--- config.mk ---
export PLATFORM = sky130hd
export DESIGN_NAME = async_fifo_flat
export DESIGN_NICKNAME = d
export VERILOG_FILES = /design/src/rtl/async_fifo_if.sv /design/src/rtl/async_fifo.sv /design/src/flat_wrapper.sv
export SDC_FILE = /design/constraint.sdc
export NUM_CORES = 1
export LEC_CHECK = 0
export CAP_MARGIN = 15
export CORE_AREA = 2 2 114 105
export DETAILED_ROUTE_END_ITERATION = 7
export DIE_AREA = 0 0 116 107
export GPL_TIMING_DRIVEN = 1
export PLACE_DENSITY = 0.74
export SETUP_SLACK_MARGIN = 0.5
export SYNTH_ARGS = -nofsm -noshare
export SYNTH_HDL_FRONTEND = slang
export SYNTH_SLANG_ARGS = --single-unit
--- constraint.sdc ---
create_clock -name wr_clk -period 2.7 [get_ports wr_clk]
set_clock_uncertainty 0.1 [all_clocks]
set_input_delay 0.675 -clock wr_clk [delete_from_list [all_inputs] [get_ports wr_clk]]
set_output_delay 0.675 -clock wr_clk [all_outputs]
set_load 0.01 [all_outputs]
--- src/rtl/async_fifo_if.sv ---
// Handshake bundle between a single-clock FIFO and its producer/consumer.
// The master modport is the user side; the slave modport is the FIFO side.
interface fifo_intrf #(
    parameter int WIDTH = 8
);
    logic             wr_en;
    logic [WIDTH-1:0] wdata;
    logic             rd_en;
    logic [WIDTH-1:0] rdata;
    logic             full;
    logic             empty;
    logic             overflow;
    logic             underflow;

    modport master (
        output wr_en, wdata, rd_en,
        input  rdata, full, empty, overflow, underflow
    );

    modport slave (
        input  wr_en, wdata, rd_en,
        output rdata, full, empty, overflow, underflow
    );
endinterface

--- src/rtl/async_fifo.sv ---
// Single-clock FIFO with registered read data, full/empty flags and overflow/underflow reporting.
// Define ASYNC_FIFO_STICKY_ERR_EN to make overflow/underflow hold until reset.
module async_fifo #(
    parameter int WIDTH     = 8,
    parameter int DEPTH     = 16,
    parameter int PTR_WIDTH = 4
) (
    input  logic      wr_clk,
    input  logic      res,
    fifo_intrf.slave  bus
);
    logic [WIDTH-1:0]     mem_q [DEPTH];
    logic [PTR_WIDTH:0]   wptr_q, wptr_d;
    logic [PTR_WIDTH:0]   rptr_q, rptr_d;
    logic [WIDTH-1:0]     rdata_q, rdata_d;
    logic                 overflow_q, overflow_d;
    logic                 underflow_q, underflow_d;
    logic                 full_s, empty_s;
    logic                 wr_acc_s, rd_acc_s;

    // Flags are decoded purely from the registered pointers; the wrap bit separates full from empty.
    assign empty_s = (wptr_q == rptr_q);
    assign full_s  = (wptr_q[PTR_WIDTH] != rptr_q[PTR_WIDTH]) &&
                     (wptr_q[PTR_WIDTH-1:0] == rptr_q[PTR_WIDTH-1:0]);

    assign bus.full      = full_s;
    assign bus.empty     = empty_s;
    assign bus.rdata     = rdata_q;
    assign bus.overflow  = overflow_q;
    assign bus.underflow = underflow_q;

    // Next-state logic: acceptance uses the pre-edge flags, so a same-cycle read never frees room for a write.
    always_comb begin
        wr_acc_s    = bus.wr_en && !full_s;
        rd_acc_s    = bus.rd_en && !empty_s;
        wptr_d      = wptr_q;
        rptr_d      = rptr_q;
        rdata_d     = rdata_q;
        if (wr_acc_s) begin
            wptr_d = wptr_q + {{PTR_WIDTH{1'b0}}, 1'b1};
        end else begin
            wptr_d = wptr_q;
        end
        if (rd_acc_s) begin
            rptr_d  = rptr_q + {{PTR_WIDTH{1'b0}}, 1'b1};
            rdata_d = mem_q[rptr_q[PTR_WIDTH-1:0]];
        end else begin
            rptr_d  = rptr_q;
            rdata_d = rdata_q;
        end
`ifdef ASYNC_FIFO_STICKY_ERR_EN
        overflow_d  = overflow_q  || (bus.wr_en && full_s);
        underflow_d = underflow_q || (bus.rd_en && empty_s);
`else
        overflow_d  = bus.wr_en && full_s;
        underflow_d = bus.rd_en && empty_s;
`endif
    end

    // Control state with synchronous active-low reset.
    always_ff @(posedge wr_clk) begin
        if (!res) begin
            wptr_q      <= {(PTR_WIDTH+1){1'b0}};
            rptr_q      <= {(PTR_WIDTH+1){1'b0}};
            rdata_q     <= {WIDTH{1'b0}};
            overflow_q  <= 1'b0;
            underflow_q <= 1'b0;
        end else begin
            wptr_q      <= wptr_d;
            rptr_q      <= rptr_d;
            rdata_q     <= rdata_d;
            overflow_q  <= overflow_d;
            underflow_q <= underflow_d;
        end
    end

    // Storage array; not cleared by reset, and writes are blocked during the reset cycle.
    always_ff @(posedge wr_clk) begin
        if (res && wr_acc_s) begin
            mem_q[wptr_q[PTR_WIDTH-1:0]] <= bus.wdata;
        end
    end
endmodule

--- src/flat_wrapper.sv ---
// flat-port wrapper written by rule: the top's interface ports become plain ports
module async_fifo_flat 
#(
    parameter int WIDTH     = 8,
    parameter int DEPTH     = 16,
    parameter int PTR_WIDTH = 4
)
  (wr_clk, res, bus_wr_en, bus_wdata, bus_rd_en, bus_rdata, bus_full, bus_empty, bus_overflow, bus_underflow);
  fifo_intrf #(.WIDTH(WIDTH)) bus_i ();
  input  logic wr_clk;
  input  logic res;
  input wire logic [$bits(bus_i.wr_en)-1:0] bus_wr_en;
  input wire logic [$bits(bus_i.wdata)-1:0] bus_wdata;
  input wire logic [$bits(bus_i.rd_en)-1:0] bus_rd_en;
  output wire logic [$bits(bus_i.rdata)-1:0] bus_rdata;
  output wire logic [$bits(bus_i.full)-1:0] bus_full;
  output wire logic [$bits(bus_i.empty)-1:0] bus_empty;
  output wire logic [$bits(bus_i.overflow)-1:0] bus_overflow;
  output wire logic [$bits(bus_i.underflow)-1:0] bus_underflow;
  assign bus_i.wr_en = bus_wr_en;
  assign bus_i.wdata = bus_wdata;
  assign bus_i.rd_en = bus_rd_en;
  assign bus_rdata = bus_i.rdata;
  assign bus_full = bus_i.full;
  assign bus_empty = bus_i.empty;
  assign bus_overflow = bus_i.overflow;
  assign bus_underflow = bus_i.underflow;
  async_fifo #(.WIDTH(WIDTH), .DEPTH(DEPTH), .PTR_WIDTH(PTR_WIDTH)) u_core (.wr_clk(wr_clk), .res(res), .bus(bus_i));
endmodule
==> flow_summary.toml <==
[status]
status = "finished clean"

[sta]
period_share_pct = 82.3
hold_viol = 0
setup_violations = 0
holdWs_ps = 401
worstMarginPinSlew_ps = 707
min_period_ps = 2220
max_freq_mhz = 450
fin_tns_setup_ps = 0
maxSlewHeadroom_pct = 52.9
rsz0062_at_grt = "true"
slew_viol_final = 0

[die]
io-pin-count = 24
row_count = 37
die_w_um = 116
die_h_um = 107
dieArea_mm2 = 0.0124
start_util_pct = 53.3
core_area_mm2 = 0.0112

[synth]
synthCells = 336
synth_ff_type = "edfxtp_1"
synthArstFlopShare_pct = 0
synthTopCellsByArea = "edfxtp_1 (64%), mux4_2 (9.0%), dfxtp_1 (6.7%), mux2_2 (3.0%), o211a_1 (1.3%)"
synth.largest_area_cell = "edfxtp_1"
synth_cell_types = 39
ys_seq_area_share_pct = 71.0
synthTopCellsByCount = "edfxtp_1 (128), mux4_2 (24), dfxtp_1 (20)"
synth-edff-count = 128
syn_area_mm2 = 0.00598
ys_ff_latch = 148
synth_warnings = 0
yosysMostFrequentCell = "edfxtp_1"
synth_nets = 353
syn_area_per_cell_um2 = 17.8
synth_top_area_share_pct = 64.3

[grt]
grt_max_degree = 53
grt_use_total_pct = 21.1
grt_pass1_wl_mm = 18.2
antenna_found_initial = 0
grt.overflow.total = 0
grt_pass1_vias = 3184

[layout]
syn_to_final_growth_pct = 20.2
layout.nets = 401
final_cell_count_no_fill = 553
final_cell_area_mm2 = 0.00719
num-fill-cells = 778
n_antenna_cell = 0
drive_gt1_share_pct = 31.0

[critical_path]
critPathArrivalTime_ps = 1450
crit_path_start_kind = "register"
worstPathMaxFanout = 3
cp_data_required_time_ps = 1920
cp-end-kind = "output pin"
critPathKind = "register to output pin"

[routing]
routed_wl_mm = 12.1
avgRoutedWirePerCell_um = 21.9
vias = 3215
drc = 0
via_per_inst = 5.81
drtIter0Drc = 271
dr.pass1.iters = 4
postRouteAntennaNets = 0

[clock_tree]
root_buffer = "clkbuf_16"
cts_tree = "built"
cts_sinks = 148
clk_pin_slew_ps = 60
ctsHtreeMaxLevel = 4
clock_latency_ps = 420
cts_buffers = 17
clockBufferDepth = 2

[placement]
dpl_cell_area_mm2 = 0.00648
port_buffers = 23
dp_cells = 513
place.gp.congestion = 0.798
place_hpwl_mm = 7.44

[power_and_ir_drop]
peakVddDrop_v = 0.000530
power.density_mw_per_mm2 = 765
finalPower_mw = 5.50
leakagePower_nw = 2.37

[hold_path]
hold_path_class = "register to register"

[run]
cap_violations = 0
stage by stage:
stage	setup slack, ps	utilization, %
global placement	206	57.8
global route	419	64.1
CTS	475	63.6
finish	479	64.1
floorplan	180	-
detailed placement	145	57.8
area by class of cell:
class,count,area (um^2),share of cell area [%]
clock buffer,19,433,6.02
tap,156,195,2.72
clock inverter,13,150,2.09
sequential,148,4260,59.3
inverter,4,15.0,0.209
timing repair buffer,51,459,6.39
multi-input combinational,162,1670,23.3
cell usage in the layout, fill, tap and decap left out, types with 3 or more instances in the layout:
cell	n
nand2b_1	3
clkdlybuf4s50_1	21
nor3_1	14
xnor2_1	6
a211o_1	8
nand3_1	3
mux2_2	16
o211a_1	8
xnor2_2	3
buf_4	26
o211ai_1	3
inv_1	4
a211oi_1	8
clkbuf_16	17
dfxtp_1	14
and4_2	4
ha_1	5
dfxtp_2	3
and2_1	4
nand2_1	7
nor4b_2	4
clkinvlp_4	4
nor2b_1	10
inv_6	3
edfxtp_1	128
dfxtp_4	3
o22ai_1	8
mux4_2	24
sequential cells by signal (all words and copies together), names as in the netlist:
signal and cells:
u_core.bus.overflow 1, u_core.bus.rdata 8, u_core.bus.underflow 1, u_core.mem_q 128, u_core.rptr_q 5, u_core.wptr_q 5
report_power, final:
part | internal (mW) | switching [mW]
logic | 0.302 | 0.326
registers | 2.54 | 0.0338
clock network | 1.37 | 0.926
total | 4.21 | 1.29
cells by family after synthesis:
| family | count (synthesis) | share of synthesized area, % |
|---|---|---|
| xor gates and xnor gates | 10 | 1.47 |
| muxes | 42 | 12.4 |
| buffers and inverters | 26 | 2.34 |
| and+or+nand+nor | 61 | 5.90 |
| DFF | 148 | 71.0 |
| adders and majority gates | 5 | 1.05 |
| AOI/OAI and AO/OA | 44 | 5.82 |
layer usage:
| layer | up-vias | routed length [um] | global-route usage [%] |
|---|---|---|---|
| met1 | 1631 | 5310 | 29.5 |
| li1 | 1451 | - | - |
| met3 | 24 | 646 | 5.99 |
| met2 | 109 | 5840 | 31.9 |
| met5 | - | 0 | 0 |
| met4 | 0 | 295 | 7.91 |
worst max-delay path, cell delays in order (launching register included):
cell	delay, ps
dfxtp_1	430
xor2_1	380
nor2_4	80
buf_6	130
final timing paths:
path,start,to,slack (ps),cells past startpoint
min reg2reg,u_core.bus.rdata[7],u_core.bus.rdata[7],400,1
max,u_core.rptr_q[4],bus_empty,480,3
min,u_core.bus.rdata[7],u_core.bus.rdata[7],400,1
max reg2reg,u_core.rptr_q[2],u_core.bus.rdata[7],500,5
repair_timing:
| item | CTS | global route |
|---|---|---|
| endpoints found under the hold margin | 0 | 0 |
| pin swaps | 2 | 4 |
| hold buffers | 0 | 0 |
| gates resized for setup | 20 | 7 |
| setup buffers | 3 | 5 |
| setup endpoints to repair | 26 | 134 |
(Power assumes the default switching activity.)
